==> src/rtl/riscv_pkg.sv <==
// Shared RISC-V constants for the MEM stage: datapath width, load/store funct3
// codes, MEM FSM states and access-size helpers.
package riscv_pkg;

  localparam int unsigned DATA_WIDTH = 32;

  localparam logic [2:0] F3_LB  = 3'b000;
  localparam logic [2:0] F3_LH  = 3'b001;
  localparam logic [2:0] F3_LW  = 3'b010;
  localparam logic [2:0] F3_LBU = 3'b100;
  localparam logic [2:0] F3_LHU = 3'b101;
  localparam logic [2:0] F3_SB  = 3'b000;
  localparam logic [2:0] F3_SH  = 3'b001;
  localparam logic [2:0] F3_SW  = 3'b010;

  typedef enum logic [1:0] {
    IDLE = 2'd0,
    REQ  = 2'd1,
    RESP = 2'd2
  } mem_state_e;

  typedef enum logic [1:0] {
    SZ_BYTE = 2'd0,
    SZ_HALF = 2'd1,
    SZ_WORD = 2'd2
  } mem_size_e;

  // Unlisted funct3 codes fall back to a full-word access.
  function automatic mem_size_e access_size(input logic [2:0] f3, input logic is_load);
    mem_size_e sz;
    sz = SZ_WORD;
    if (is_load) begin
      if (f3 == F3_LB || f3 == F3_LBU)      sz = SZ_BYTE;
      else if (f3 == F3_LH || f3 == F3_LHU) sz = SZ_HALF;
      else                                  sz = SZ_WORD;
    end else begin
      case (f3)
        F3_SB:   sz = SZ_BYTE;
        F3_SH:   sz = SZ_HALF;
        F3_SW:   sz = SZ_WORD;
        default: sz = SZ_WORD;
      endcase
    end
    return sz;
  endfunction

  function automatic logic is_misaligned(input mem_size_e sz, input logic [1:0] lo);
    logic mis;
    case (sz)
      SZ_HALF: mis = lo[0];
      SZ_WORD: mis = (lo != 2'b00);
      default: mis = 1'b0;
    endcase
    return mis;
  endfunction

endpackage

==> src/rtl/mem_access_stage_if.sv <==
// Data-memory request/grant/response bus; master is the MEM stage, slave is memory.
interface mem_access_stage_if;

  logic                                dmem_req;
  logic                                dmem_we;
  logic [riscv_pkg::DATA_WIDTH-1:0]    dmem_addr;
  logic [riscv_pkg::DATA_WIDTH-1:0]    dmem_wdata;
  logic [riscv_pkg::DATA_WIDTH/8-1:0]  dmem_be;
  logic                                dmem_gnt;
  logic                                dmem_rvalid;
  logic [riscv_pkg::DATA_WIDTH-1:0]    dmem_rdata;

  modport master (
    output dmem_req, dmem_we, dmem_addr, dmem_wdata, dmem_be,
    input  dmem_gnt, dmem_rvalid, dmem_rdata
  );

  modport slave (
    input  dmem_req, dmem_we, dmem_addr, dmem_wdata, dmem_be,
    output dmem_gnt, dmem_rvalid, dmem_rdata
  );

endinterface

==> src/rtl/mem_load_align.sv <==
// Load data formatter: selects the byte/half lane from a 32-bit read word and
// sign- or zero-extends it according to funct3.
module mem_load_align
  import riscv_pkg::*;
(
  input  logic [2:0]  i_funct3,
  input  logic [1:0]  i_addr_lo,
  input  logic [31:0] i_rdata,
  output logic [31:0] o_lmd
);

  logic [31:0] w_byte_sh;
  logic [31:0] w_half_sh;
  logic [7:0]  w_byte;
  logic [15:0] w_half;

  always_comb begin
    w_byte_sh = i_rdata >> {i_addr_lo, 3'b000};
    w_half_sh = i_rdata >> {i_addr_lo[1], 4'b0000};
    w_byte    = w_byte_sh[7:0];
    w_half    = w_half_sh[15:0];
    case (i_funct3)
      F3_LB:   o_lmd = {{24{w_byte[7]}}, w_byte};
      F3_LH:   o_lmd = {{16{w_half[15]}}, w_half};
      F3_LW:   o_lmd = i_rdata;
      F3_LBU:  o_lmd = {24'h0, w_byte};
      F3_LHU:  o_lmd = {16'h0, w_half};
      default: o_lmd = i_rdata;
    endcase
  end

endmodule

==> src/rtl/mem_access_stage.sv <==
// MEM stage: runs load/store transactions on the data-memory bus, passes other
// instructions through, and registers results into the MEM/WB output register.
// Optional misaligned-access trapping is enabled with `define MEM_MISALIGN_CHECK_EN.
module mem_access_stage #(
  parameter int unsigned DATA_WIDTH = riscv_pkg::DATA_WIDTH,
  parameter int unsigned REG_ADDR_W = 5
) (
  input  logic                  clk,
  input  logic                  rst_n,

  input  logic                  ex_valid,
  output logic                  ex_ready,
  input  logic [DATA_WIDTH-1:0] ex_alu_result,
  input  logic [DATA_WIDTH-1:0] ex_reg_b,
  input  logic [REG_ADDR_W-1:0] ex_rd,
  input  logic                  ex_reg_write,
  input  logic                  ex_mem_read,
  input  logic                  ex_mem_write,
  input  logic [2:0]            ex_funct3,
  input  logic                  ex_cond,
  input  logic [DATA_WIDTH-1:0] ex_npc,
  input  logic [DATA_WIDTH-1:0] ex_condpc,

  mem_access_stage_if.master    dmem,

  output logic                  wb_valid,
  input  logic                  wb_ready,
  output logic [DATA_WIDTH-1:0] wb_lmd,
  output logic [DATA_WIDTH-1:0] wb_alu_result,
  output logic [REG_ADDR_W-1:0] wb_rd,
  output logic                  wb_reg_write,
  output logic                  wb_mem_to_reg,
  output logic                  wb_cond,
  output logic [DATA_WIDTH-1:0] wb_npc,
  output logic [DATA_WIDTH-1:0] wb_condpc,
  output logic                  wb_misalign
);

  import riscv_pkg::*;

  mem_state_e r_state, w_state_nxt;

  logic      w_ex_ready;
  logic      w_accept;
  logic      w_is_mem;
  logic      w_misalign;
  logic      w_latch;
  logic      w_out_load;
  logic      w_in_req;
  mem_size_e w_size;

  logic [DATA_WIDTH-1:0] w_st_wdata;
  logic [3:0]            w_st_be;
  logic [DATA_WIDTH-1:0] w_lmd;

  // Fields of the in-flight memory instruction
  logic [DATA_WIDTH-1:0] r_addr;
  logic [DATA_WIDTH-1:0] r_wdata;
  logic [3:0]            r_be;
  logic [2:0]            r_funct3;
  logic                  r_is_load;
  logic [REG_ADDR_W-1:0] r_rd;
  logic                  r_reg_write;
  logic                  r_cond;
  logic [DATA_WIDTH-1:0] r_npc;
  logic [DATA_WIDTH-1:0] r_condpc;

  // MEM/WB output register
  logic                  r_wb_valid;
  logic [DATA_WIDTH-1:0] r_wb_lmd;
  logic [DATA_WIDTH-1:0] r_wb_alu;
  logic [REG_ADDR_W-1:0] r_wb_rd;
  logic                  r_wb_rw;
  logic                  r_wb_m2r;
  logic                  r_wb_cond;
  logic [DATA_WIDTH-1:0] r_wb_npc;
  logic [DATA_WIDTH-1:0] r_wb_condpc;

  logic [DATA_WIDTH-1:0] w_nx_lmd;
  logic [DATA_WIDTH-1:0] w_nx_alu;
  logic [REG_ADDR_W-1:0] w_nx_rd;
  logic                  w_nx_rw;
  logic                  w_nx_m2r;
  logic                  w_nx_cond;
  logic [DATA_WIDTH-1:0] w_nx_npc;
  logic [DATA_WIDTH-1:0] w_nx_condpc;

  assign w_ex_ready = (r_state == IDLE) && (!r_wb_valid || wb_ready);
  assign ex_ready   = w_ex_ready;
  assign w_accept   = ex_valid && w_ex_ready;
  assign w_is_mem   = ex_mem_read || ex_mem_write;
  assign w_size     = access_size(ex_funct3, ex_mem_read);

`ifdef MEM_MISALIGN_CHECK_EN
  assign w_misalign = w_is_mem && is_misaligned(w_size, ex_alu_result[1:0]);
`else
  assign w_misalign = 1'b0;
`endif

  // Store lanes are formatted at accept so the bus fields are plain registers in REQ.
  always_comb begin
    w_st_wdata = '0;
    w_st_be    = '0;
    if (!ex_mem_read) begin
      case (w_size)
        SZ_BYTE: begin
          w_st_wdata = {4{ex_reg_b[7:0]}};
          w_st_be    = 4'b0001 << ex_alu_result[1:0];
        end
        SZ_HALF: begin
          w_st_wdata = {2{ex_reg_b[15:0]}};
          w_st_be    = 4'b0011 << {ex_alu_result[1], 1'b0};
        end
        default: begin
          w_st_wdata = ex_reg_b;
          w_st_be    = 4'b1111;
        end
      endcase
    end
  end

  mem_load_align u_load_align (
    .i_funct3  (r_funct3),
    .i_addr_lo (r_addr[1:0]),
    .i_rdata   (dmem.dmem_rdata),
    .o_lmd     (w_lmd)
  );

  always_ff @(posedge clk or negedge rst_n) begin
    if (!rst_n) r_state <= IDLE;
    else        r_state <= w_state_nxt;
  end

  always_comb begin
    w_state_nxt = r_state;
    w_latch     = 1'b0;
    w_out_load  = 1'b0;
    w_nx_lmd    = '0;
    w_nx_m2r    = 1'b0;
    w_nx_alu    = r_addr;
    w_nx_rd     = r_rd;
    w_nx_rw     = r_reg_write;
    w_nx_cond   = r_cond;
    w_nx_npc    = r_npc;
    w_nx_condpc = r_condpc;
    case (r_state)
      IDLE: begin
        if (w_accept) begin
          if (w_is_mem && !w_misalign) begin
            w_latch     = 1'b1;
            w_state_nxt = REQ;
          end else begin
            w_out_load  = 1'b1;
            w_nx_alu    = ex_alu_result;
            w_nx_rd     = ex_rd;
            w_nx_rw     = ex_reg_write && !w_misalign;
            w_nx_cond   = ex_cond;
            w_nx_npc    = ex_npc;
            w_nx_condpc = ex_condpc;
          end
        end
      end
      REQ: begin
        if (dmem.dmem_gnt) begin
          if (r_is_load) begin
            w_state_nxt = RESP;
          end else begin
            w_out_load  = 1'b1;
            w_state_nxt = IDLE;
          end
        end
      end
      RESP: begin
        if (dmem.dmem_rvalid) begin
          w_out_load  = 1'b1;
          w_nx_lmd    = w_lmd;
          w_nx_m2r    = 1'b1;
          w_state_nxt = IDLE;
        end
      end
      default: w_state_nxt = IDLE;
    endcase
  end

  always_ff @(posedge clk or negedge rst_n) begin
    if (!rst_n) begin
      r_addr      <= '0;
      r_wdata     <= '0;
      r_be        <= '0;
      r_funct3    <= '0;
      r_is_load   <= 1'b0;
      r_rd        <= '0;
      r_reg_write <= 1'b0;
      r_cond      <= 1'b0;
      r_npc       <= '0;
      r_condpc    <= '0;
    end else if (w_latch) begin
      r_addr      <= ex_alu_result;
      r_wdata     <= w_st_wdata;
      r_be        <= w_st_be;
      r_funct3    <= ex_funct3;
      r_is_load   <= ex_mem_read;
      r_rd        <= ex_rd;
      r_reg_write <= ex_reg_write;
      r_cond      <= ex_cond;
      r_npc       <= ex_npc;
      r_condpc    <= ex_condpc;
    end
  end

  // Accept requires the old result to be gone or leaving, so a load here never overwrites.
  always_ff @(posedge clk or negedge rst_n) begin
    if (!rst_n) begin
      r_wb_valid  <= 1'b0;
      r_wb_lmd    <= '0;
      r_wb_alu    <= '0;
      r_wb_rd     <= '0;
      r_wb_rw     <= 1'b0;
      r_wb_m2r    <= 1'b0;
      r_wb_cond   <= 1'b0;
      r_wb_npc    <= '0;
      r_wb_condpc <= '0;
    end else if (w_out_load) begin
      r_wb_valid  <= 1'b1;
      r_wb_lmd    <= w_nx_lmd;
      r_wb_alu    <= w_nx_alu;
      r_wb_rd     <= w_nx_rd;
      r_wb_rw     <= w_nx_rw;
      r_wb_m2r    <= w_nx_m2r;
      r_wb_cond   <= w_nx_cond;
      r_wb_npc    <= w_nx_npc;
      r_wb_condpc <= w_nx_condpc;
    end else if (wb_ready) begin
      r_wb_valid  <= 1'b0;
    end
  end

`ifdef MEM_MISALIGN_CHECK_EN
  logic r_wb_misalign;

  always_ff @(posedge clk or negedge rst_n) begin
    if (!rst_n)          r_wb_misalign <= 1'b0;
    else if (w_out_load) r_wb_misalign <= (r_state == IDLE) && w_misalign;
  end

  assign wb_misalign = r_wb_misalign;
`else
  assign wb_misalign = 1'b0;
`endif

  assign w_in_req        = (r_state == REQ);
  assign dmem.dmem_req   = w_in_req;
  assign dmem.dmem_we    = w_in_req && !r_is_load;
  assign dmem.dmem_addr  = w_in_req ? {r_addr[DATA_WIDTH-1:2], 2'b00} : '0;
  assign dmem.dmem_wdata = w_in_req ? r_wdata : '0;
  assign dmem.dmem_be    = w_in_req ? r_be : '0;

  assign wb_valid      = r_wb_valid;
  assign wb_lmd        = r_wb_lmd;
  assign wb_alu_result = r_wb_alu;
  assign wb_rd         = r_wb_rd;
  assign wb_reg_write  = r_wb_rw;
  assign wb_mem_to_reg = r_wb_m2r;
  assign wb_cond       = r_wb_cond;
  assign wb_npc        = r_wb_npc;
  assign wb_condpc     = r_wb_condpc;

endmodule
==> src/flat_wrapper.sv <==
// flat-port wrapper written by rule: the top's interface ports become plain ports
module mem_access_stage_flat import riscv_pkg::*;
#(
  parameter int unsigned DATA_WIDTH = riscv_pkg::DATA_WIDTH,
  parameter int unsigned REG_ADDR_W = 5
)
  (clk, rst_n, ex_valid, ex_ready, ex_alu_result, ex_reg_b, ex_rd, ex_reg_write, ex_mem_read, ex_mem_write, ex_funct3, ex_cond, ex_npc, ex_condpc, wb_valid, wb_ready, wb_lmd, wb_alu_result, wb_rd, wb_reg_write, wb_mem_to_reg, wb_cond, wb_npc, wb_condpc, wb_misalign, dmem_dmem_req, dmem_dmem_we, dmem_dmem_addr, dmem_dmem_wdata, dmem_dmem_be, dmem_dmem_gnt, dmem_dmem_rvalid, dmem_dmem_rdata);
  mem_access_stage_if dmem_i ();
  input  logic clk;
  input  logic rst_n;
  input  logic ex_valid;
  output logic ex_ready;
  input  logic [DATA_WIDTH-1:0] ex_alu_result;
  input  logic [DATA_WIDTH-1:0] ex_reg_b;
  input  logic [REG_ADDR_W-1:0] ex_rd;
  input  logic ex_reg_write;
  input  logic ex_mem_read;
  input  logic ex_mem_write;
  input  logic [2:0] ex_funct3;
  input  logic ex_cond;
  input  logic [DATA_WIDTH-1:0] ex_npc;
  input  logic [DATA_WIDTH-1:0] ex_condpc;
  output logic wb_valid;
  input  logic wb_ready;
  output logic [DATA_WIDTH-1:0] wb_lmd;
  output logic [DATA_WIDTH-1:0] wb_alu_result;
  output logic [REG_ADDR_W-1:0] wb_rd;
  output logic wb_reg_write;
  output logic wb_mem_to_reg;
  output logic wb_cond;
  output logic [DATA_WIDTH-1:0] wb_npc;
  output logic [DATA_WIDTH-1:0] wb_condpc;
  output logic wb_misalign;
  output wire logic [$bits(dmem_i.dmem_req)-1:0] dmem_dmem_req;
  output wire logic [$bits(dmem_i.dmem_we)-1:0] dmem_dmem_we;
  output wire logic [$bits(dmem_i.dmem_addr)-1:0] dmem_dmem_addr;
  output wire logic [$bits(dmem_i.dmem_wdata)-1:0] dmem_dmem_wdata;
  output wire logic [$bits(dmem_i.dmem_be)-1:0] dmem_dmem_be;
  input wire logic [$bits(dmem_i.dmem_gnt)-1:0] dmem_dmem_gnt;
  input wire logic [$bits(dmem_i.dmem_rvalid)-1:0] dmem_dmem_rvalid;
  input wire logic [$bits(dmem_i.dmem_rdata)-1:0] dmem_dmem_rdata;
  assign dmem_dmem_req = dmem_i.dmem_req;
  assign dmem_dmem_we = dmem_i.dmem_we;
  assign dmem_dmem_addr = dmem_i.dmem_addr;
  assign dmem_dmem_wdata = dmem_i.dmem_wdata;
  assign dmem_dmem_be = dmem_i.dmem_be;
  assign dmem_i.dmem_gnt = dmem_dmem_gnt;
  assign dmem_i.dmem_rvalid = dmem_dmem_rvalid;
  assign dmem_i.dmem_rdata = dmem_dmem_rdata;
  mem_access_stage #(.DATA_WIDTH(DATA_WIDTH), .REG_ADDR_W(REG_ADDR_W)) u_core (.clk(clk), .rst_n(rst_n), .ex_valid(ex_valid), .ex_ready(ex_ready), .ex_alu_result(ex_alu_result), .ex_reg_b(ex_reg_b), .ex_rd(ex_rd), .ex_reg_write(ex_reg_write), .ex_mem_read(ex_mem_read), .ex_mem_write(ex_mem_write), .ex_funct3(ex_funct3), .ex_cond(ex_cond), .ex_npc(ex_npc), .ex_condpc(ex_condpc), .dmem(dmem_i), .wb_valid(wb_valid), .wb_ready(wb_ready), .wb_lmd(wb_lmd), .wb_alu_result(wb_alu_result), .wb_rd(wb_rd), .wb_reg_write(wb_reg_write), .wb_mem_to_reg(wb_mem_to_reg), .wb_cond(wb_cond), .wb_npc(wb_npc), .wb_condpc(wb_condpc), .wb_misalign(wb_misalign));
endmodule
==> config.mk <==
export PLATFORM = sky130hd
export DESIGN_NAME = mem_access_stage_flat
export DESIGN_NICKNAME = d
export VERILOG_FILES = /design/src/rtl/riscv_pkg.sv /design/src/rtl/mem_access_stage_if.sv /design/src/rtl/mem_load_align.sv /design/src/rtl/mem_access_stage.sv /design/src/flat_wrapper.sv
export SDC_FILE = /design/constraint.sdc
export NUM_CORES = 1
export LEC_CHECK = 0
export CAP_MARGIN = 20
export CORE_MARGIN = 2
export CORE_UTILIZATION = 52
export CTS_BUF_LIST = sky130_fd_sc_hd__clkbuf_16
export CTS_CLUSTER_DIAMETER = 120
export DETAILED_ROUTE_END_ITERATION = 10
export PLACE_DENSITY = 0.88
export SLEW_MARGIN = 0
export SYNTH_ARGS = -nofsm -noshare
export SYNTH_HDL_FRONTEND = slang
export SYNTH_SLANG_ARGS = --single-unit
==> constraint.sdc <==
create_clock -name clk -period 3.15 [get_ports clk]
set_input_delay 0.945 -clock clk [delete_from_list [all_inputs] [get_ports clk]]
set_output_delay 0.945 -clock clk [all_outputs]
set_load 0.05 [all_outputs]
After elaboration in Yosys (flattened, before gate mapping)
Cells that the tools add are included.

word-level totals
  bits in registers = 282
  input port bits = 178
  output and inout bits = 209
  word-level logic and storage cells = 102

cells by class
  eq/ne operators = 13
  shift operators = 4
  muxes and demuxes = 50
  reductions and logical operators = 15

operators by type and width
  kind                                                    count
  2-to-1 mux 32 bit                                       14
  one-hot mux 32 bit (4 select lines)                     1
  one-hot mux 32 bit (2 select lines)                     1
  right shift 32 x 5 -> 16 bit                            1
  right shift 32 x 5 -> 8 bit                             1
  2-to-1 mux 1 bit                                        17
  2-to-1 mux 2 bit                                        8
  2-to-1 mux 5 bit                                        3
  == test 3 bit (second input constant)                   4
  2-to-1 mux 4 bit                                        2
  one-hot mux 4 bit (2 select lines)                      1
  == test 3 x 1 -> 1 bit (second input constant)          2
  logical NOT 3 bit                                       2
  one-hot mux 2 bit (3 select lines)                      1
  == test 2 x 1 -> 1 bit (second input constant)          2
  logical NOT 2 bit                                       2
  logical OR 1 bit                                        4
  inequality test 2 x 1 -> 1 bit (second input constant)  2
  inequality test 2 bit (second input constant)           2
  one-hot mux 2 bit (2 select lines)                      1
  AND reduction 4 bit                                     1
  << shifter 1 x 2 -> 4 bit (first input constant)        1
  << shifter 2 x 2 -> 4 bit (first input constant)        1
  logical AND 1 bit                                       3
  other kinds (4)                                         5

Longest topological paths before layout
Gate-level depths: netlist of the first run.

  word-level depth = 8
  depth in mapped cells = 8
  mapped depth without buffers = 4

Modules after synthesis
From an unflattened synthesis of the first run, not the netlist that was laid out.

unflattened totals
  cell total of the unflattened synthesis = 1124
  area total of the unflattened synthesis = 13023.7 sq um

by module, submodules not included
  module            instances  cells an instance  area each (sq um)  seq. area each (sq um)
  mem_access_stage  1          1006               12224.2            7056.8
  mem_load_align    1          118                799.5              0.0

Least setup slack after synthesis of the first run
OpenSTA, ideal clock, no wires.

  path kind = reg2out
  from = register u_core.r_state[1]
  to = output port dmem_dmem_addr[23]
  arrival time = 1.740 ns
  data required time = 2.205 ns
  slack = 0.465 ns
  stages on the path, launching flop included = 5
  buffers on the path = 1
  cells stage by stage = dfrtp_1 nand2b_1 inv_1 clkbuf_1 and2_1

between the ends
  cells in the longest elaborated chain, start to end = 2

RTL lines
  item                     RTL line                 text
  from (decl)              mem_access_stage.sv:41   mem_state_e r_state, w_state_nxt;
  from (signal assigned)   mem_access_stage.sv:131  else r_state <= w_state_nxt;
  == test 2 x 1 -> 1 bit   mem_access_stage.sv:251  assign w_in_req = (r_state == REQ);
  named net dmem_dmem_req  flat_wrapper.sv:34       output wire logic [$bits(dmem_i.dmem_req)-1:0] dmem_dmem_req;
  2-to-1 mux 32 bit        mem_access_stage.sv:254  assign dmem.dmem_addr = w_in_req ? {r_addr[DATA_WIDTH-1:2], 2'b00} : '0;
  to (decl)                flat_wrapper.sv:36       output wire logic [$bits(dmem_i.dmem_addr)-1:0] dmem_dmem_addr;

The timed path passes the listed nets, and every way through them passes these cells.

Final worst setup path of the first run
  from = input port wb_ready
  to = output port ex_ready

between the ends
  cells in the longest elaborated chain, start to end = 2

RTL lines
  item               RTL line                text
  from (decl)        flat_wrapper.sv:24      input logic wb_ready;
  logical OR 1 bit   mem_access_stage.sv:88  assign w_ex_ready = (r_state == IDLE) && (!r_wb_valid || wb_ready);
  logical AND 1 bit  mem_access_stage.sv:88
  to (decl)          flat_wrapper.sv:12      output logic ex_ready;

No other way between the ends.

==> summary.md, run 1 <==
| Metric | Value |
|---|---|
| Sequential share of power | 0.297 |
| Layout Cells excl Fill | ~1700 |
| Fmax | approximately 0.32 GHz |
| Final ANT Viol Nets | 0 |
| Die Ht | roughly 160 um |
| Post-synth EDFFs | 0 |
| Clk root buf | clkbuf_16 |
| MaxCap Viol Count | 0 |
| Number of global-route vias before repair | ~10000 |
| Sw Ratio | 0.4275 |
| Yosys warns | 0 |
| Yosys top cell by area | dfrtp_1 |
| Comb power frac | 0.557 |
| Unique masters post-synth | 46 |
| HPWL after DPL | approximately 25000 um |
| Tmin final | ~3.1 ns |
| Drc violations | 0 |
| Cell Count Post-Placement | around 1700 |
| RR Endpoint | u_core.wb_lmd[10] |
| Reg2reg start | u_core.r_addr[1] |
| Final Setup Violations | 0 |
| Status | complete, no violations |
| Clock-pin slew on the worst setup and hold paths | around 0.060 ns |
| Max IR drop VDD | between 0.0008 and 0.0009 V |
| Final hold vios | 0 |
| Layout cells sized above 1 | 0.3418 |
| RSZ-0062 raised after global routing | false |
| Vias | about 9700 |
| CP Capture Type | primary output |
| Yosys top cell area share | 0.5370 |
| R2R depth | 4 |
| Core Util, Final | 0.7619 |
| Slew headroom | 0.3202 |
| CP Max Fanout | 7 |
| Area Growth Syn to Fin | 44.74% |
| Die W | between 150 and 200 um |
| Port bufs | 383 |
| Fin crit share | 0.9789 |
| CTS tree | built |
| Post-Syn Instances | roughly 980 |
| Initial Util | 0.5264 |
| Mapped Area | roughly 13000 um2 |
| Avg WL per Cell | 21.16 um |
| Largest net degree at the start of global routing | 83 |
| Vias per cell | ~5.7 |
| CTS Buffer Depth | 3 |
| Final WL | between 30000 and 40000 um |
| HP Class | primary input to asynchronous set/reset pin |
| I/O pin count | between 300 and 400 |
| Mean Syn Cell Area | between 10 and 15 um2 |
| Remaining Overflow, GRT | 0 |
| R2R setup slack | slightly below 0.9 ns |
| Req. time, crit path | about 2.2 ns |
| Filler Cell Count | 1534 |
| End point of the critical path | ex_ready |
| Async SR Flop Fraction | 1.000 |
| Top cells by area, synth | dfrtp_1 (54%), mux2_2 (25%), and2_1 (3.3%) |
| CTS sink cnt | roughly 280 |
| DR iter-0 viols | 599 |
| GRT Total Usage | 0.2679 |
| H-tree depth | 1 |
| Setup crit start | wb_ready |
| Post-synth top flop | dfrtp_1 |
| Core ar. | 24960 um2 |
| Worst-Skew Late Latency | 0.55 ns |
| Synth Register Bits | 282 |
| Nets@finish | around 1500 |
| Fin. max-slew vios | 0 |
| Crit Path Category | primary input to primary output |
| Clock power frac | 0.146 |
| Most frequent cells in the layout | clkdlybuf4s50_1 (313), mux2_2 (293), dfrtp_1 (282) |
| Clock buffer count from CTS | 30 |
| Least-Margin Pin Slew | between 1 and 1.5 ns |
| Initial antenna violation count | 3 |
| CP startpoint kind | primary input |
| WP data arrival | 2.14 ns |
| Final GP Congestion | around 0.84 |
| Power per cell area | 1164 nW/um2 |
| Sequential area share after synthesis | 0.5370 |
| Setup_tns | 0 ns |
| Overall power | approximately 0.022 W |
| Die area | 26560 um2 |
| Cell-internal power | roughly 0.013 W |
| Commonest non-fill, non-tap cell in the layout | clkdlybuf4s50_1 |
| Static leakage | between 8 and 9 nW |
| P_sw | approximately 0.0095 W |
| Core Rows | slightly below 60 |
| Global-route wire length before repair | ~56000 um |
| Iteration count of the initial detailed-routing pass | 5 |
| Setup Skew | roughly 0.013 ns |
## final cells by class
cell class,instances,area (um2),area share
Timing Repair Buffer,413,4931,0.2593
Antenna cell,4,10.01,0.0005263
Clock buffer,31,775.7,0.04079
Tap cell,330,412.9,0.02171
Inverter,13,48.80,0.002566
Clock inverter,21,115.1,0.006052
Multi-Input combinational cell,612,5669,0.2981
Sequential cell,282,7057,0.3710
## worst max-delay path, stage by stage
cell	delay, ns
clkdlybuf4s50_1	0.45
nand2b_1	0.31
and2_1	0.26
buf_12	0.16
## repair_timing
action                     CTS  global route
buffers inserted             0             0
gates resized for setup      1             0
hold buffers                 0             0
setup endpoints to repair    1             0
## through the flow
stage | hold WS [ns] | worst slack (ns) | instance area (um2)
final | 0.3260 | 0.06652 | 19020
after CTS | 0.3426 | 0.06742 | 19010
after global routing | 0.3532 | 0.01163 | 19020
after detailed placement | 0.4577 | 0.04473 | 18120
after floorplan | 0.4402 | 0.4650 | 13150
after global placement | 0.4526 | 0.09490 | 18120
## logic make-up (layout without fill, tap and decap cells)
group | count (synthesis) | in the layout | share of synthesized area
compound gates | 130 | 130 | 0.08018
buf+inv | 86 | 478 | 0.03495
other cells | 1 | 7 | 0.0002854
simple gates | 150 | 150 | 0.06732
flops | 282 | 282 | 0.5370
mux | 329 | 329 | 0.2802
## how the worst min path moves through the flow
stage / from / to / slack [ns] / cells past startpoint
after floorplan: u_core.r_wdata[16] / u_core.r_wdata[16] / 0.44 / 2
after global placement: u_core.r_wdata[22] / u_core.r_wdata[22] / 0.45 / 2
after detailed placement: u_core.r_wdata[22] / u_core.r_wdata[22] / 0.46 / 2
after CTS: rst_n / u_core.r_wdata[8] / 0.34 / 1
after global routing: rst_n / u_core.r_wdata[8] / 0.35 / 1
final: rst_n / u_core.r_wdata[8] / 0.33 / 1
## power groups by stage
stage | registers, W | clock network, W | logic [W]
floorplan | 0.00936 | 0 | 0.00502
global placement | 0.00645 | 0 | 0.0121
detailed placement | 0.00657 | 0 | 0.0124
CTS | 0.00656 | 0.00331 | 0.0124
global route | 0.00677 | 0.00346 | 0.0129
finish | 0.00658 | 0.00323 | 0.0123
## per-layer routing
layer / track usage / share of wire / routed length (um) / vias to the layer above
met5: 0 / 0 / 0 / -
met4: 0.1179 / 0.046 / 1648 / 0
met3: 0.08251 / 0.084 / 3047 / 101
met2: 0.4580 / 0.50 / 18120 / 379
met1: 0.3110 / 0.37 / 13280 / 4874
li1: - / - / - / 4296
## synthesized netlist by cell type (all sizes together) (2+ instances only)
cell type    n
clkbuf      34
o21ai       24
nor2b       11
a21o         2
a2111oi      8
nor2        16
o31ai        8
a32o         9
a22o        29
inv         13
a21oi       12
nand2       12
and2        70
dfrtp      282
or2         17
mux2i       18
a2bb2oi      2
o32ai        7
nand4        3
or3b         2
a221o       16
mux2       311
buf         38
nand2b      13
a211oi       8
No activity file was read; power rests on OpenSTA's default activity.
==> run 2, diff against run 1 <==
CELL_PAD_IN_SITES_DETAIL_PLACEMENT = 1   (was unset)
CELL_PAD_IN_SITES_GLOBAL_PLACEMENT = 1   (was unset)
CORE_UTILIZATION = 41   (was 52)
PLACE_DENSITY = unset   (was 0.88)
PLACE_DENSITY_LB_ADDON = 0.1   (was unset)
SLEW_MARGIN = unset   (was 0)
==> run 2 against run 1 <==
Compared with the run above:
- register-to-register slack improved by 0.12 ns
- final area decreased by 3.7%
- global-route usage decreased by 3.8 points
- sequential share of layout area increased by 1.4 points
- worst setup slack improved by 0.10 ns
- die area increased by 26%
- sequential cell count unchanged
- power decreased by 2.9%
- count of clock-buffer cells in the layout unchanged
- critical path depth increased by 1
- cell count increased by 4.4%
- non-clock buffer count increased by 5
- highest routed layer is now met5
==> summary.md, run 2 (synthesis results as in run 1) <==
| Metric | Value |
|---|---|
| Static leakage | 7.849 nW (-2.4%) |
| Post-CTS sizing | 0 (-1) |
| Iteration count of the initial detailed-routing pass | 5 (unchanged) |
| CTS tree | built |
| I/O pin count | 387 (unchanged) |
| HPWL after DPL | 27170 um (+8.3%) |
| Sequential share of power | 0.303 (+0.006) |
| Sw Ratio | 0.4365 (+0.009026) |
| Number of global-route vias before repair | 10255 (-0.12%) |
| Multi-input logic area | 5670 um2 (about the same) |
| Final ANT Viol Nets | 0 (unchanged) |
| Comb power frac | 0.545 (-0.012) |
| Initial antenna violation count | 5 (+2) |
| Nets@finish | 1536 (+0.39%) |
| Clock-pin slew on the worst setup and hold paths | 0.06 ns (about the same) |
| Worst-Skew Late Latency | 0.56 ns (about the same) |
| Final hold vios | 0 (unchanged) |
| Core Util, Final | 0.5802 (-0.1817) |
| Req. time, crit path | 2.20 ns (about the same) |
| Post-cts hold buffer count | 0 (unchanged) |
| Die Ht | 183.0 um (+12%) |
| Global-route wire length before repair | 60340 um (+7.7%) |
| Fin. max-slew vios | 0 (unchanged) |
| RR Endpoint | u_core.wb_lmd[2] |
| DR iter-0 viols | 358 (-40%) |
| Reg2reg start | u_core.r_addr[1] |
| Slew headroom | 0.5041 (+0.1840) |
| MaxCap Viol Count | 0 (unchanged) |
| Final Setup Violations | 0 (unchanged) |
| Power per cell area | 1174 nW/um2 (+0.85%) |
| CP Capture Type | primary output |
| P_sw | 0.009382 W (-0.87%) |
| R2R depth | 4 (unchanged) |
| Setup_tns | 0 ns (unchanged) |
| Least-Margin Pin Slew | 0.7251 ns (-0.2947 ns) |
| Tmin final | 2.984 ns (-0.09977 ns) |
| Filler Cell Count | 3132 (+100%) |
| Die W | 183.0 um (+12%) |
| RSZ-0062 raised after global routing | false |
| Fmax | 0.3352 GHz (+3.3%) |
| Remaining Overflow, GRT | 0 (unchanged) |
| CTS sink cnt | 282 (unchanged) |
| Area Growth Syn to Fin | 39.33% |
| Clock buffer count from CTS | 31 (+3.3%) |
| R2R setup slack | 0.99 ns (+0.12 ns) |
| Core Rows | 65 (+12%) |
| Total setup buffers inserted after CTS | 0 (unchanged) |
| Fin crit share | 0.9472 (-0.03167) |
| Hold WS | 0.3222 ns (-0.003846 ns) |
| Clock power frac | 0.152 (+0.006) |
| CP startpoint kind | flop |
| Layout cells sized above 1 | 0.3474 (+0.005547) |
| Largest net degree at the start of global routing | 68 (-18%) |
| Final WL | 38720 um (+7.3%) |
| Drc violations | 0 (unchanged) |
| GRT Total Usage | 0.2303 (-0.03754) |
| WP data arrival | 2.04 ns (-0.10 ns) |
| Status | complete, no violations |
| Commonest non-fill, non-tap cell in the layout | clkdlybuf4s50_1 |
| Initial Util | 0.4164 (-0.1099) |
| Port bufs | 383 (unchanged) |
| Setup Skew | 0.007028 ns (-0.005584 ns) |
| Crit Path Category | flop to primary output |
| Vias | 9375 (-2.8%) |
| HP Class | primary input to asynchronous set/reset pin |
| Vias per cell | 5.264 (-6.9%) |
| Flip-flop and latch area | 7057 um2 (unchanged) |
| Die area | 33500 um2 (+26%) |
| CP Max Fanout | 36 (+29) |
| Avg WL per Cell | 21.74 um (+2.8%) |
| Max IR drop VDD | 0.0006652 V (-18%) |
| CTS Buffer Depth | 3 (unchanged) |
| Most frequent cells in the layout | clkdlybuf4s50_1 (313), mux2_2 (293), dfrtp_1 (282) |
| Final GP Congestion | 0.7965 (-4.7%) |
| H-tree depth | 1 (unchanged) |
| Overall power | 0.02149 W (-2.9%) |
| Cell-internal power | 0.01211 W (-4.5%) |
| Core ar. | 31560 um2 (+26%) |
| Clk root buf | clkbuf_16 |
[run 2: cell count changes in the layout (fill, tap and decap cells not counted), sizes merged]
cell / change
inv: -1
dlygate4sd2: -1
buf: +6
clkinvlp: +1
diode: -1
clkinv: -1
[run 2: cell type report]
class	count	area share
multi-input cells	612	0.3097
repair buffers	418	0.2255
clock inverters	20	0.006356
well taps	402	0.02747
flip-flops and latches	282	0.3855
inverters	13	0.002665
diodes	3	0.0004101
clock buffers	31	0.04237
[run 2: critical path: stages, from the launching register on]
cell	delay, ns
dfrtp_1	0.39
nand2b_1	0.19
clkinv_1	0.07
buf_4	0.31
and2_1	0.28
buf_4	0.23
[run 2: stage by stage]
step,instances,cell area [um2],setup slack [ns]
4_1_cts,1778,18300,0.1272
3_5_place_dp,1727,17410,0.2087
6_report,1781,18310,0.1663
5_1_grt,1780,18310,0.03817
3_3_place_gp,1727,17410,0.2394
2_1_floorplan,980,13150,0.4650
[run 2: per-layer routing]
| metal | wire (um) | global-route usage | vias up |
|---|---|---|---|
| met4 | 942 | 0.05920 | 4 |
| met5 | 27 | 0 | - |
| met1 | 15630 | 0.2843 | 4741 |
| li1 | - | - | 4288 |
| met2 | 18980 | 0.3915 | 284 |
| met3 | 3142 | 0.07347 | 58 |
[run 2: worst max-delay path by stage]
stage                              end  depth (start not counted)  slack (ns)                 from
CTS                    dmem_dmem_be[3]                          5        0.13    u_core.r_state[1]
detailed placement   u_core.wb_lmd[17]                          6        0.21  dmem_dmem_rdata[23]
global placement     u_core.r_addr[17]                          5        0.24          ex_mem_read
global route           dmem_dmem_be[3]                          5        0.04    u_core.r_state[1]
finish                 dmem_dmem_be[3]                          5        0.17    u_core.r_state[1]
floorplan           dmem_dmem_addr[23]                          4        0.46    u_core.r_state[1]
[run 2: power groups by stage]
stage               Sequential, W  Clock (W)  Combinational, W
CTS                       0.00654    0.00337            0.0118
global placement          0.00647          0            0.0116
detailed placement        0.00656          0            0.0118
finish                    0.00652    0.00327            0.0117
floorplan                 0.00936          0           0.00502
global route              0.00678    0.00352            0.0123
==> run 3, diff against run 2 <==
CTS_CLUSTER_DIAMETER = 60   (was 120)
==> run 3 against run 2 <==
Compared with the run above:
- sequential power barely moved
- largest cell class unchanged
- wire length grew 1.2%
- register-to-register slack lost 0.02 ns
- combinational power is essentially flat
- count of clock-buffer cells in the layout up 6
- sequential share of layout area shrank 0.30 points
==> summary.md, run 3 (synthesis results as in run 1) <==
| Metric | Value |
|---|---|
| Fin. max-slew vios | 0 (unchanged) |
| Post-cts hold buffer count | 0 (unchanged) |
| CTS sink cnt | 282 (unchanged) |
| Final GP Congestion | 0.7965 (unchanged) |
| Commonest non-fill, non-tap cell in the layout | clkdlybuf4s50_1 |
| Final Setup Violations | 0 (unchanged) |
| Area Growth Syn to Fin | 40.43% |
| Max IR drop VDD | 0.0006671 V (+0.29%) |
| Core ar. | 31560 um2 (unchanged) |
| Flip-flop and latch area | 7057 um2 (unchanged) |
| WP data arrival | 1.99 ns (-0.05 ns) |
| HP Class | primary input to asynchronous set/reset pin |
| Power per cell area | 1188 nW/um2 (+1.2%) |
| Most frequent CP cell | buf_4 |
| Final WL | 39210 um (+1.2%) |
| Layout cells sized above 1 | 0.3493 (+0.001892) |
| Total setup buffers inserted after CTS | 0 (unchanged) |
| Tmin final | 2.934 ns (-0.05008 ns) |
| Vias | 9448 (+0.78%) |
| Final instance area | 18450 um2 (+0.79%) |
| Core Rows | 65 (unchanged) |
| GRT Total Usage | 0.2328 (+0.002489) |
| MaxCap Viol Count | 0 (unchanged) |
| Remaining Overflow, GRT | 0 (unchanged) |
| Vias per cell | 5.290 (+0.50%) |
| End point of the critical path | dmem_dmem_be[3] |
| CP Capture Type | primary output |
| Initial Util | 0.4164 (unchanged) |
| Least-Margin Pin Slew | 0.7143 ns (-0.01073 ns) |
| CTS Buffer Depth | 3 (unchanged) |
| Global-route wire length before repair | 60730 um (+0.64%) |
| RSZ-0062 raised after global routing | false |
| Die W | 183.0 um (unchanged) |
| Slowest cell delay on critical path | 0.39 ns (about the same) |
| HPWL after DPL | 27170 um (unchanged) |
| Placed Area | 17410 um2 (unchanged) |
| I/O pin count | 387 (unchanged) |
| CP startpoint kind | flop |
| Core Util, Final | 0.5848 (+0.004600) |
| Fmax | 0.3409 GHz (+1.7%) |
| Multi-input logic area | 5670 um2 (unchanged) |
| Crit Path Category | flop to primary output |
| Slew headroom | 0.5115 (+0.007336) |
| Drc violations | 0 (unchanged) |
| Die Ht | 183.0 um (unchanged) |
| Largest net degree at the start of global routing | 68 (unchanged) |
| Clock-pin slew on the worst setup and hold paths | 0.06 ns (about the same) |
| Port bufs | 383 (unchanged) |
| Setup_tns | 0 ns (unchanged) |
| Setup crit start | u_core.r_state[1] |
| Cell Chain, Critical Path | nand2b_1, clkinv_1, buf_4, and2_1, buf_4 |
| Clock buffer count from CTS | 35 (+13%) |
| Worst-Skew Late Latency | 0.51 ns (-0.05 ns) |
| R2R setup slack | 0.97 ns (-0.02 ns) |
| Number of global-route vias before repair | 10335 (+0.78%) |
| Fin crit share | 0.9313 (-0.01590) |
| Static leakage | 7.915 nW (+0.84%) |
| Final ANT Viol Nets | 0 (unchanged) |
| RR Endpoint | u_core.wb_cond |
| Nets@finish | 1540 (+0.26%) |
| H-tree depth | 2 (+1) |
| R2R depth | 5 (+1) |
| Iteration count of the initial detailed-routing pass | 4 (-1) |
| Slowest CP cell | dfrtp_1 |
| DR iter-0 viols | 378 (+5.6%) |
| Most frequent cells in the layout | clkdlybuf4s50_1 (313), mux2_2 (293), dfrtp_1 (282) |
| Final hold vios | 0 (unchanged) |
| Status | complete, no violations |
| CTS tree | built |
| Avg WL per Cell | 21.95 um (+0.97%) |
| Filler Cell Count | 3110 (-0.70%) |
| Post-CTS sizing | 0 (unchanged) |
| Die area | 33500 um2 (unchanged) |
| Reg2reg start | u_core.r_state[0] |
| Clk root buf | clkbuf_16 |
| CP Max Fanout | 36 (unchanged) |
| Initial antenna violation count | 6 (+1) |
| Setup Skew | 0.01334 ns (+0.006315 ns) |
| Req. time, crit path | 2.20 ns (about the same) |
-- run 3: changes by cell type in the layout (fill, tap and decap cells not counted), sizes merged --
cell      before  now
clkinv         9    6
clkbuf        31   37
clkinvlp       1    2
diode          3    4
-- run 3: critical path, delay by kind of cell (launching register included) --
kind | cells | cell delay [ns]
buffers and inverters | 3 | 0.61
flip-flops | 1 | 0.39
AND/OR/NAND/NOR | 2 | 0.47
-- run 3: metal layers --
layer,vias to the layer above,global-route usage,wire (um)
met2,296,0.3930,19070
met1,4800,0.2850,15810
met4,4,0.06848,997
li1,4288,-,-
met3,60,0.07605,3310
met5,-,0,26
-- run 3: worst min path at each step --
| stage | cells after the start | endpoint |
|---|---|---|
| final | 1 | u_core.wb_lmd[27] |
| after global placement | 2 | u_core.r_wdata[18] |
| after global routing | 1 | u_core.wb_lmd[27] |
| after floorplan | 2 | u_core.r_wdata[16] |
| after detailed placement | 2 | u_core.r_wdata[19] |
| after CTS | 1 | u_core.wb_lmd[27] |
-- run 3: final cells by class --
cell class,count,area share
Inverter,13,0.002644
Clock inverter,18,0.005899
Tap cell,402,0.02726
Sequential cell,282,0.3824
Multi-Input combinational cell,612,0.3073
Antenna cell,4,0.0005424
Clock buffer,37,0.05018
Timing Repair Buffer,418,0.2238
-- run 3: through the flow --
stage | hold slack [ns] | cells | setup WS [ns] | power (W)
floorplan | 0.4402 | 980 | 0.4650 | 0.01439
global placement | 0.4525 | 1727 | 0.2394 | 0.01808
detailed placement | 0.4577 | 1727 | 0.2087 | 0.01835
CTS | 0.4331 | 1782 | 0.1950 | 0.02216
global route | 0.4485 | 1785 | 0.1179 | 0.02305
finish | 0.4046 | 1786 | 0.2164 | 0.02192
-- run 3: where the power goes --
part           internal (W)  switching, W
clock network       0.00218       0.00149
registers           0.00546       0.00107
logic               0.00482       0.00690
